===== config.mk =====
export PLATFORM = sky130hd
export DESIGN_NAME = mem_master
export DESIGN_NICKNAME = d
export VERILOG_FILES = /design/src/rtl/mem_pkg.sv /design/src/rtl/mem_lane_sel.sv /design/src/rtl/mem_master.sv
export SDC_FILE = /design/constraint.sdc
export NUM_CORES = 1
export LEC_CHECK = 0
export ABC_CLOCK_PERIOD_IN_PS = 4300
export CELL_PAD_IN_SITES_DETAIL_PLACEMENT = 0
export CELL_PAD_IN_SITES_GLOBAL_PLACEMENT = 1
export CORE_ASPECT_RATIO = 0.9
export CORE_MARGIN = 8
export CORE_UTILIZATION = 34
export DETAILED_ROUTE_END_ITERATION = 8
export GPL_TIMING_DRIVEN = 0
export PLACE_DENSITY_LB_ADDON = 0.05
export SYNTH_ARGS = -nofsm -noshare
export SYNTH_HDL_FRONTEND = slang
export SYNTH_SLANG_ARGS = --single-unit

===== constraint.sdc =====
create_clock -name clk -period 4.3 [get_ports clk]
set_clock_uncertainty 0.15 [all_clocks]
set_input_delay 0.86 -clock clk [delete_from_list [all_inputs] [get_ports clk]]
set_output_delay 0.86 -clock clk [all_outputs]
set_load 0.005 [all_outputs]

===== src/rtl/mem_pkg.sv =====
`default_nettype none
// +------------------------------------------------------------------+
// | mem_pkg : shared types and constants for the memory initiator    |
// | Rev 1.0                                                          |
// +------------------------------------------------------------------+
package mem_pkg;

  typedef enum logic [1:0] {
    IDLE   = 2'd0,
    ACCESS = 2'd1,
    RESP   = 2'd2
  } state_t;

  localparam logic SIZE_BYTE = 1'b0;
  localparam logic SIZE_WORD = 1'b1;
  localparam int   LANE_W    = 8;

endpackage
`default_nettype wire


===== src/rtl/mem_lane_sel.sv =====
`default_nettype none
// +------------------------------------------------------------------+
// | mem_lane_sel : store lane replicate/enable decode, load extract  |
// | Rev 1.0                                                          |
// +------------------------------------------------------------------+
module mem_lane_sel
  import mem_pkg::*;
(
  input  logic                st_word,
  input  logic                st_odd,
  input  logic [2*LANE_W-1:0] st_data,
  output logic [2*LANE_W-1:0] st_lanes,
  output logic                st_we_even_n,
  output logic                st_we_odd_n,
  input  logic                ld_word,
  input  logic                ld_odd,
  input  logic [2*LANE_W-1:0] ld_data,
  output logic [2*LANE_W-1:0] ld_result
);

  logic [LANE_W-1:0] w_ld_byte;

  // Byte stores drive the low byte on both lanes; only the addressed lane is enabled.
  always_comb begin
    if (st_word == SIZE_WORD) begin
      st_lanes     = st_data;
      st_we_even_n = 1'b0;
      st_we_odd_n  = 1'b0;
    end else begin
      st_lanes     = {2{st_data[LANE_W-1:0]}};
      st_we_even_n = st_odd;
      st_we_odd_n  = ~st_odd;
    end
  end

  assign w_ld_byte = ld_odd ? ld_data[2*LANE_W-1:LANE_W] : ld_data[LANE_W-1:0];
  assign ld_result = (ld_word == SIZE_BYTE) ? {{LANE_W{w_ld_byte[LANE_W-1]}}, w_ld_byte}
                                            : ld_data;

endmodule
`default_nettype wire


===== src/rtl/mem_master.sv =====
`default_nettype none
// +------------------------------------------------------------------+
// | mem_master : LC-3b load/store initiator for the byte-lane memory |
// | Rev 1.0                                                          |
// +------------------------------------------------------------------+
module mem_master
  import mem_pkg::*;
#(
  parameter int ADDR_W   = 16,
  parameter int DATA_W   = 16,
  parameter int WAIT_MAX = 15
) (
  input  logic              clk,
  input  logic              reset,
  input  logic              req_valid,
  output logic              req_ready,
  input  logic              req_we,
  input  logic              req_word,
  input  logic [ADDR_W-1:0] req_addr,
  input  logic [DATA_W-1:0] req_wdata,
  output logic              rsp_valid,
  input  logic              rsp_ready,
  output logic [DATA_W-1:0] rsp_rdata,
  output logic              rsp_err,
  output logic [ADDR_W-1:0] mem_addr,
  output logic              mem_word,
  output logic [DATA_W-1:0] mem_wdata,
  output logic              mem_we_even_n,
  output logic              mem_we_odd_n,
  input  logic [DATA_W-1:0] mem_rdata,
  input  logic              mem_ready
);

  localparam logic [7:0] c_wait_last = 8'(WAIT_MAX - 1);

  state_t            r_state, w_state_nx;
  logic [ADDR_W-1:0] r_addr, w_addr_nx;
  logic              r_word, w_word_nx;
  logic              r_we, w_we_nx;
  logic [DATA_W-1:0] r_wdata, w_wdata_nx;
  logic [DATA_W-1:0] r_rdata, w_rdata_nx;
  logic              r_err, w_err_nx;
  logic              r_we_even_n, w_we_even_n_nx;
  logic              r_we_odd_n, w_we_odd_n_nx;
  logic [7:0]        r_cnt, w_cnt_nx;
  logic              r_req_ready, r_rsp_valid;
  logic [DATA_W-1:0] w_st_lanes, w_ld_result;
  logic              w_st_even_n, w_st_odd_n;

  mem_lane_sel u_lane_sel (
    .st_word      (req_word),
    .st_odd       (req_addr[0]),
    .st_data      (req_wdata),
    .st_lanes     (w_st_lanes),
    .st_we_even_n (w_st_even_n),
    .st_we_odd_n  (w_st_odd_n),
    .ld_word      (r_word),
    .ld_odd       (r_addr[0]),
    .ld_data      (mem_rdata),
    .ld_result    (w_ld_result)
  );

  always_ff @(posedge clk) begin
    if (!reset) begin
      r_state     <= IDLE;
      r_addr      <= '0;
      r_word      <= 1'b0;
      r_we        <= 1'b0;
      r_wdata     <= '0;
      r_rdata     <= '0;
      r_err       <= 1'b0;
      r_we_even_n <= 1'b1;
      r_we_odd_n  <= 1'b1;
      r_cnt       <= '0;
      r_req_ready <= 1'b1;
      r_rsp_valid <= 1'b0;
    end else begin
      r_state     <= w_state_nx;
      r_addr      <= w_addr_nx;
      r_word      <= w_word_nx;
      r_we        <= w_we_nx;
      r_wdata     <= w_wdata_nx;
      r_rdata     <= w_rdata_nx;
      r_err       <= w_err_nx;
      r_we_even_n <= w_we_even_n_nx;
      r_we_odd_n  <= w_we_odd_n_nx;
      r_cnt       <= w_cnt_nx;
      r_req_ready <= (w_state_nx == IDLE);
      r_rsp_valid <= (w_state_nx == RESP);
    end
  end

  // Enables are registered, so they are decided one edge ahead of the cycle they cover.
  always_comb begin
    w_state_nx     = r_state;
    w_addr_nx      = r_addr;
    w_word_nx      = r_word;
    w_we_nx        = r_we;
    w_wdata_nx     = r_wdata;
    w_rdata_nx     = r_rdata;
    w_err_nx       = r_err;
    w_we_even_n_nx = 1'b1;
    w_we_odd_n_nx  = 1'b1;
    w_cnt_nx       = r_cnt;
    case (r_state)
      IDLE: begin
        if (req_valid) begin
          w_addr_nx  = req_addr;
          w_word_nx  = req_word;
          w_we_nx    = req_we;
          w_wdata_nx = w_st_lanes;
          w_rdata_nx = '0;
          w_err_nx   = 1'b0;
          w_cnt_nx   = '0;
          if (req_word && req_addr[0]) begin
            w_state_nx = RESP;
            w_err_nx   = 1'b1;
          end else begin
            w_state_nx = ACCESS;
            if (req_we) begin
              w_we_even_n_nx = w_st_even_n;
              w_we_odd_n_nx  = w_st_odd_n;
            end
          end
        end
      end
      ACCESS: begin
        w_we_even_n_nx = r_we_even_n;
        w_we_odd_n_nx  = r_we_odd_n;
        if (mem_ready) begin
          w_state_nx     = RESP;
          w_rdata_nx     = r_we ? '0 : w_ld_result;
          w_err_nx       = 1'b0;
          w_we_even_n_nx = 1'b1;
          w_we_odd_n_nx  = 1'b1;
        end else if (r_cnt == c_wait_last) begin
          w_state_nx     = RESP;
          w_rdata_nx     = '0;
          w_err_nx       = 1'b1;
          w_we_even_n_nx = 1'b1;
          w_we_odd_n_nx  = 1'b1;
        end else begin
          w_cnt_nx = r_cnt + 8'd1;
        end
      end
      RESP: begin
        if (rsp_ready) begin
          w_state_nx = IDLE;
          w_rdata_nx = '0;
          w_err_nx   = 1'b0;
        end
      end
      default: w_state_nx = IDLE;
    endcase
  end

  assign req_ready     = r_req_ready;
  assign rsp_valid     = r_rsp_valid;
  assign rsp_rdata     = r_rdata;
  assign rsp_err       = r_err;
  assign mem_addr      = r_addr;
  assign mem_word      = r_word;
  assign mem_wdata     = r_wdata;
  assign mem_we_even_n = r_we_even_n;
  assign mem_we_odd_n  = r_we_odd_n;

endmodule
`default_nettype wire


* Word-level counts from Yosys, hierarchy flattened
Cells that the tools add are included.
Storage, ports and cells: flip-flop bits (word level) 65, input port bits 55, logic and storage cells 67, output and inout bits 54
Operators by class: mux-type cells 36, add/sub/neg operators 1, equal/unequal tests 9, reduce and logical (&&, ||, !) cells 8, bitwise logic cells 1
Operators with widths (number):
- two-way mux 16 bit | 7
- case mux 16 bit (3 select lines) | 1
- two-way mux 8 bit | 4
- case mux 8 bit (2 select lines) | 1
- two-way mux 1 bit | 14
- two-way mux 2 bit | 5
- adder 8 x 1 -> 8 bit (second input constant) | 1
- equality test 8 x 4 -> 1 bit (second input constant) | 1
- inequality test 2 bit (second input constant) | 4
- AND reduction 4 bit | 2
- case mux 2 bit (3 select lines) | 1
- equality test 2 bit (second input constant) | 2
- zero test 2 bit | 2
- case mux 1 bit (2 select lines) | 2
- inequality test 3 bit (second input constant) | 1
- case mux 1 bit (3 select lines) | 1
- nonzero test 3 bit | 1
- equality test 2 x 1 -> 1 bit (second input constant) | 1
- AND reduction 2 bit | 1
- nonzero test 2 bit | 1
- logical AND 1 bit | 1
- inverter 1 bit | 1

* Depth between registers and ports, before layout
Gate-level depths: netlist of the first run.
word-level depth 6, depth in mapped cells 8, gate-level depth less buffers 6

* Modules after synthesis
A second synthesis of the first run with hierarchy kept.
Unflattened totals: cells, all modules 368, area, all modules 3128.0 um^2
By module, submodules not included:
- mem_master | instances 1, cells each 321, sequential area each 1301.2 um^2, area an instance 2685.1 um^2
- mem_lane_sel | instances 1, cells each 47, sequential area each 0.0 um^2, area an instance 442.9 um^2

* Least setup slack after synthesis of the first run
No wires, ideal clock.
kind input to register, from input req_valid, to register r_rdata[10], in the netlist rsp_rdata[10], cell stages on the path 6, data required time 4.028 ns, setup time 0.122 ns, buffers on the path 2, slack 2.181 ns, arrival time 1.848 ns, path through nor2b_1 or2_1 or3_1 buf_6 buf_12 mux2i_1
On the way: longest elaborated chain between the ends 2
Ends and longest elaborated chain:
- from (decl) | line mem_master.sv:15 | input logic req_valid,
- inequality test 2 bit (no source line)
- AND reduction 4 bit (no source line)
- to (signal assigned) | line mem_master.sv:83 | r_rdata <= w_rdata_nx;
- to (decl) | line mem_master.sv:41 | logic [DATA_W-1:0] r_rdata, w_rdata_nx;
No other way between the ends. A chain may end at the register's enable or synchronous reset.

==> impl_metrics.env, run 1 <==
export IMPL_outcome="complete, no violations"
export IMPL_drv_slew=0
export IMPL_coreArea_um2=8490
export IMPL_yosysUniqueCellTypes=40
export IMPL_peakVddDrop_uv=206
export IMPL_path_clk_slew_ns=0.08
export IMPL_drc=0
export IMPL_synth_fa_ha_area_frac=0.0255
export IMPL_clock_sinks=65
export IMPL_synth_edf_count=0
export IMPL_synth_compound_area_share=0.149
export IMPL_critPathArrivalTime_ns=2.80
export IMPL_crit_path_max_fanout=10
export IMPL_finalSetupViolCount=0
export IMPL_root_buffer="clkbuf_8"
export IMPL_start_kind="input pin"
export IMPL_avgSynthCellArea_um2=8.45
export IMPL_crit_family="buffers and inverters"
export IMPL_yosysTopAreaCellShare=0.441
export IMPL_slowest_delay_ns=0.58
export IMPL_fillCellCount=873
export IMPL_io_buffers=108
export IMPL_antenna_found_initial=0
export IMPL_drv_cap=0
export IMPL_area_growth_pct=47.2
export IMPL_place_ws_ns=1.24
export IMPL_syn_inst=349
export IMPL_drt_pass1_iter_count=4
export IMPL_yosys_area_top_type="dfxtp_1"
export IMPL_dieWidth_um=114
export IMPL_drt_iter0_markers=86
export IMPL_setup_worst_path_class="input pin to flip-flop"
export IMPL_drive_gt1_frac=0.0657
export IMPL_setup_tns_ns=0
export IMPL_grt_pass1_wl_um=14600
export IMPL_grt_setup_unrepaired="no"
export IMPL_vias_per_cell=4.65
export IMPL_synth_simple_gate_area_frac=0.219
export IMPL_setup_ws_ns=1.62
export IMPL_cts_buffers=9
export IMPL_power_density_nw_per_um2=331
export IMPL_die_height_um=104
export IMPL_ant_nets=0
export IMPL_utilization=0.511
export IMPL_finalNetCount=529
export IMPL_grt_overflow=0
export IMPL_gp_congestion=0.760
export IMPL_dp_hpwl_um=6620
export IMPL_p_leak_nw=1.60
export IMPL_synthMuxAreaShare=0.115
export IMPL_fin_crit_ns=2.68
export IMPL_relSlewSlack=0.430
export IMPL_grt_max_degree=11
export IMPL_crit_path_cell_trace="clkdlybuf4s50_1 -> inv_2 -> nor3_1 -> clkbuf_1 -> o21ai_0 -> mux2i_1"
export IMPL_insertion_delay_ns=0.34
export IMPL_synthTopCellsByArea="dfxtp_1 (44%), nand2_1 (11%), mux2i_1 (8.5%)"
export IMPL_synth_xor_area_frac=0.00297
export IMPL_synth_seq_cells=65
export IMPL_htree_levels=3
export IMPL_ys_top_cells_by_count="nand2_1 (83), dfxtp_1 (65), a21oi_1 (38)"
export IMPL_clockBufferDepth=2
export IMPL_worst_slew_pin_transition_ns=0.845
export IMPL_synth_top_family_by_area="simple AND/OR/NAND/NOR gates"
export IMPL_hold_class="flip-flop to flip-flop"
export IMPL_worstPathRequired_ns=4.43
export IMPL_min_period_over_period=0.622
export IMPL_die_area_um2=11900
export IMPL_cts_tree="yes"
export IMPL_ys_warn_count=0
export IMPL_ys_seq_area_frac=0.441
export IMPL_vias=2751
export IMPL_hold_violations=0
export IMPL_synth_most_common_cell="nand2_1"
export IMPL_cts_setup_buffers=0
export IMPL_wl_um=8860
export IMPL_syn_nets=410
export IMPL_synth_async_reset_ratio=0
export IMPL_holdBufCountCts=0
export IMPL_synth_ff_type="dfxtp_1"
export IMPL_start_util=0.347
export IMPL_max_freq_ghz=0.374
export IMPL_cp_slowest_cell="clkdlybuf4s50_1"
export IMPL_first_global_vias=2867
export IMPL_globalRouteTotalUtil=0.154
export IMPL_post_drt_wl_per_cell_um=15.0
export IMPL_syn_area_um2=2950
export IMPL_num_io_pins=109
export IMPL_crit_path_end_kind="flip-flop"
export IMPL_crit_buf_inv=3
export IMPL_antenna_cells=0
export IMPL_fp_row_count=32
export IMPL_cts_resized=0
layout by cell type, fill, tap and decap left out, types with 4 or more instances in the layout:
master / count
a211oi_1: 8
mux2i_1: 25
nand3_1: 4
nand2_1: 83
or4_1: 5
nor3_1: 7
a21oi_1: 38
clkdlybuf4s50_1: 108
o21ai_0: 17
and2_1: 10
clkbuf_8: 10
inv_1: 6
dfxtp_1: 65
ha_1: 6
clkbuf_1: 17
o31ai_1: 5
nor2_1: 11
mux2_2: 8
nor2b_1: 5
metrics by stage:
stage | total power, mW | area [µm²] | std cells | hold WS, ns
global placement | 0.986 | 4180 | 576 | 0.290
detailed placement | 0.988 | 4180 | 576 | 0.289
CTS | 1.45 | 4340 | 591 | 0.300
global route | 1.52 | 4340 | 591 | 0.317
finish | 1.43 | 4340 | 591 | 0.304
floorplan | 0.826 | 2950 | 349 | 0.287
flip-flops by register name, indices dropped and copies added (netlist names), 2 cells and up:
signal,flops
mem_addr,16
mem_wdata,16
r_state,2
r_cnt,8
rsp_rdata,16
worst min-delay path, delay by kind of cell, from the launching register on:
family	cells	cell delay, ns
AOI/OAI and AO/OA	1	0.05
and+or+nand+nor	1	0.05
DFF	1	0.31
kinds of logic (layout without fill, tap and decap cells):
| logic type | count (synthesis) | in the layout |
|---|---|---|
| and+or+nand+nor | 139 | 139 |
| AOI/OAI and AO/OA | 76 | 76 |
| DFF | 65 | 65 |
| muxes | 33 | 33 |
| buffers and inverters | 29 | 152 |
| adders and majority gates | 6 | 6 |
| xor gates and xnor gates | 1 | 1 |
worst paths after layout:
kind                                 start                          to  slack (ns)  cells after the start
hold / removal    mem_addr[4]$_SDFFE_PN0P_    mem_addr[4]$_SDFFE_PN0P_        0.30                      2
setup reg to reg     r_state[1]$_SDFF_PN0_  rsp_rdata[13]$_SDFFE_PN0P_        1.87                      8
hold reg to reg   mem_addr[4]$_SDFFE_PN0P_    mem_addr[4]$_SDFFE_PN0P_        0.30                      2
setup / recovery                     reset  rsp_rdata[13]$_SDFFE_PN0P_        1.62                      6
area by class of cell:
cell class / count / area [µm²] / area share
Tap cell: 119 / 149 / 0.0343
Clock inverter: 3 / 17.5 / 0.00404
Inverter: 7 / 26.3 / 0.00605
Sequential cell: 65 / 1300 / 0.300
Buffer: 22 / 111 / 0.0257
Timing Repair Buffer: 108 / 1080 / 0.249
Multi-Input combinational cell: 255 / 1510 / 0.348
Clock buffer: 12 / 145 / 0.0334
power breakdown:
part / total, mW / switching, mW / internal, mW
registers: 0.658 / 0.0202 / 0.638
logic: 0.311 / 0.139 / 0.172
clock network: 0.465 / 0.244 / 0.221
layer usage:
layer / vias to the layer above / routed length (µm) / track usage
li1: 1435 / - / -
met1: 1238 / 3900 / 0.182
met2: 73 / 3940 / 0.235
met3: 5 / 951 / 0.0865
met5: - / 0 / 0
met4: 0 / 65 / 0.0399
(Power assumes the default switching activity.)
==> run 2: changes to the inputs <==
Settings changed: ABC_CLOCK_PERIOD_IN_PS 4300 to 2300, CORE_UTILIZATION 34 to 29.
Clock period 4.3 ns to 2.3 ns, I/O delays scaled along.
==> run 2 against run 1 <==
- register-to-register slack got worse by 1.7 ns
- sequential share of layout area shrank 1.1 points
- worst setup slack got worse by 1.5 ns
- flip-flop and latch count is the same
- global-route usage down 1.6 points
- critical endpoint is now r_cnt[5]$_SDFFE_PN0P_
==> impl_metrics.env, run 2 (synthesized netlist as in run 1, its figures left out) <==
export IMPL_min_period_over_period=0.938
export IMPL_first_global_vias=2885
export IMPL_crit_family="simple AND/OR/NAND/NOR gates"
export IMPL_clock_sinks=65
export IMPL_fillCellCount=1044
export IMPL_crit_path_end_kind="flip-flop"
export IMPL_root_buffer="clkbuf_16"
export IMPL_drive_gt1_frac=0.0930
export IMPL_drc=0
export IMPL_cp_num_cells=7
export IMPL_start_kind="flip-flop"
export IMPL_cp_endpoint="r_cnt[5]$_SDFFE_PN0P_"
export IMPL_setup_ws_ns=0.143
export IMPL_slowest_delay_ns=0.58
export IMPL_setup_tns_ns=0
export IMPL_drv_cap=0
export IMPL_r2r_cells=7
export IMPL_final_cells=602
export IMPL_finalSetupViolCount=0
export IMPL_mostFrequentLayoutCell="clkdlybuf4s50_1"
export IMPL_insertion_delay_ns=0.33
export IMPL_globalRouteTotalUtil=0.138
export IMPL_die_area_um2=13700
export IMPL_outcome="complete, no violations"
export IMPL_setup_worst_path_class="flip-flop to flip-flop"
export IMPL_worstPathRequired_ns=2.40
export IMPL_crit_path_max_fanout=10
export IMPL_die_height_um=112
export IMPL_crit_buf_inv=2
export IMPL_grt_max_degree=12
export IMPL_drt_pass1_iter_count=4
export IMPL_cts_tree="yes"
export IMPL_start_util=0.293
export IMPL_max_freq_ghz=0.464
export IMPL_ant_nets=0
export IMPL_vias=2744
export IMPL_relSlewSlack=0.523
export IMPL_num_io_pins=109
export IMPL_grt_setup_unrepaired="no"
export IMPL_antenna_found_initial=0
export IMPL_place_ws_ns=-0.418
export IMPL_startpoint="r_state[1]$_SDFF_PN0_"
export IMPL_peakVddDrop_uv=404
export IMPL_reg2reg_from="r_state[1]$_SDFF_PN0_"
export IMPL_p_leak_nw=1.69
export IMPL_wl_um=9160
export IMPL_area_growth_pct=53.4
export IMPL_fp_row_count=35
export IMPL_io_buffers=108
export IMPL_cp_slowest_cell="or4_1"
export IMPL_grt_pass1_wl_um=14800
export IMPL_grt_overflow=0
export IMPL_placed_area_um2=4190
export IMPL_final_cell_mix="clkdlybuf4s50_1 (108), nand2_1 (82), dfxtp_1 (63), a21oi_1 (38), mux2i_1 (25)"
export IMPL_coreArea_um2=10100
export IMPL_gp_congestion=0.726
export IMPL_antenna_cells=0
export IMPL_dp_hpwl_um=6880
export IMPL_dieWidth_um=122
export IMPL_fin_area_um2=4520
export IMPL_power_total_mw=3.23
export IMPL_vias_per_cell=4.56
export IMPL_post_drt_wl_per_cell_um=15.2
export IMPL_cts_setup_buffers=0
export IMPL_htree_levels=3
export IMPL_drt_iter0_markers=100
export IMPL_dpl_cell_count=586
export IMPL_finalNetCount=529
export IMPL_worst_slew_pin_transition_ns=0.716
export IMPL_holdPathStages=2
export IMPL_hold_class="flip-flop to flip-flop"
export IMPL_hold_violations=0
export IMPL_holdBufCountCts=0
export IMPL_power_density_nw_per_um2=714
export IMPL_drv_slew=0
export IMPL_cts_buffers=9
export IMPL_critPathArrivalTime_ns=2.26
export IMPL_reg2reg_setup_slack_ns=0.14
export IMPL_fin_crit_ns=2.16
export IMPL_reg2reg_to="r_cnt[5]$_SDFFE_PN0P_"
export IMPL_crit_path_cell_trace="inv_1 -> ha_1 -> buf_4 -> nand2_2 -> nand4_1 -> or4_1 -> a21oi_1"
export IMPL_clockBufferDepth=2
export IMPL_path_clk_slew_ns=0.05
[run 2: cell types whose count changed in the layout (fill, tap and decap cells not counted), sizes merged]
cell | before | now
buf | 7 | 6
bufinv | 0 | 1
clkbuf | 27 | 28
[run 2: report_power, final]
| part | internal (mW) | switching, mW |
|---|---|---|
| Clock | 0.898 | 0.502 |
| Sequential | 1.20 | 0.0377 |
| Combinational | 0.326 | 0.266 |
[run 2: worst min path at each step]
stage	from	to	slack [ns]
after floorplan	r_we$_SDFFE_PN0P_	r_we$_SDFFE_PN0P_	0.29
after global placement	rsp_err$_SDFFE_PN0P_	rsp_err$_SDFFE_PN0P_	0.29
after detailed placement	rsp_err$_SDFFE_PN0P_	rsp_err$_SDFFE_PN0P_	0.29
after CTS	rsp_err$_SDFFE_PN0P_	rsp_err$_SDFFE_PN0P_	0.30
after global routing	mem_addr[10]$_SDFFE_PN0P_	mem_addr[10]$_SDFFE_PN0P_	0.33
final	rsp_err$_SDFFE_PN0P_	rsp_err$_SDFFE_PN0P_	0.30
[run 2: layer usage]
| layer | track usage | vias to the layer above | wire length, µm |
|---|---|---|---|
| met5 | 0 | - | 0 |
| met4 | 0.0503 | 0 | 127 |
| met3 | 0.0703 | 10 | 821 |
| met2 | 0.213 | 66 | 3970 |
| met1 | 0.161 | 1230 | 4230 |
| li1 | - | 1438 | - |
[run 2: what timing repair did]
item                       4_1_cts  5_1_grt
hold endpoints to repair         0        0
resized for setup                1       18
pin swaps                        0        1
setup endpoints to repair       10       55
cloned                           0        0
[run 2: through the flow]
stage                     hold WS (ns)  utilization
after floorplan                  0.287            -
after global routing             0.326        0.449
after CTS                        0.300        0.447
after global placement           0.286        0.416
after detailed placement         0.292        0.416
final                            0.298        0.449
[run 2: area by class of cell]
type,count,area (µm²),area share
buffer,22,121,0.0268
clock buffer,12,256,0.0567
clock inverter,4,51.3,0.0113
inverter,7,26.3,0.00581
multi-input combinational,255,1520,0.336
sequential,65,1300,0.288
tap,129,161,0.0357
timing repair buffer,108,1080,0.239
[run 2: worst register-to-register path, cell delays in order (launching register included)]
cell	delay, ns
dfxtp_2	0.37
inv_1	0.07
ha_1	0.22
buf_4	0.18
nand2_2	0.11
nand4_1	0.25
or4_1	0.58
a21oi_1	0.15
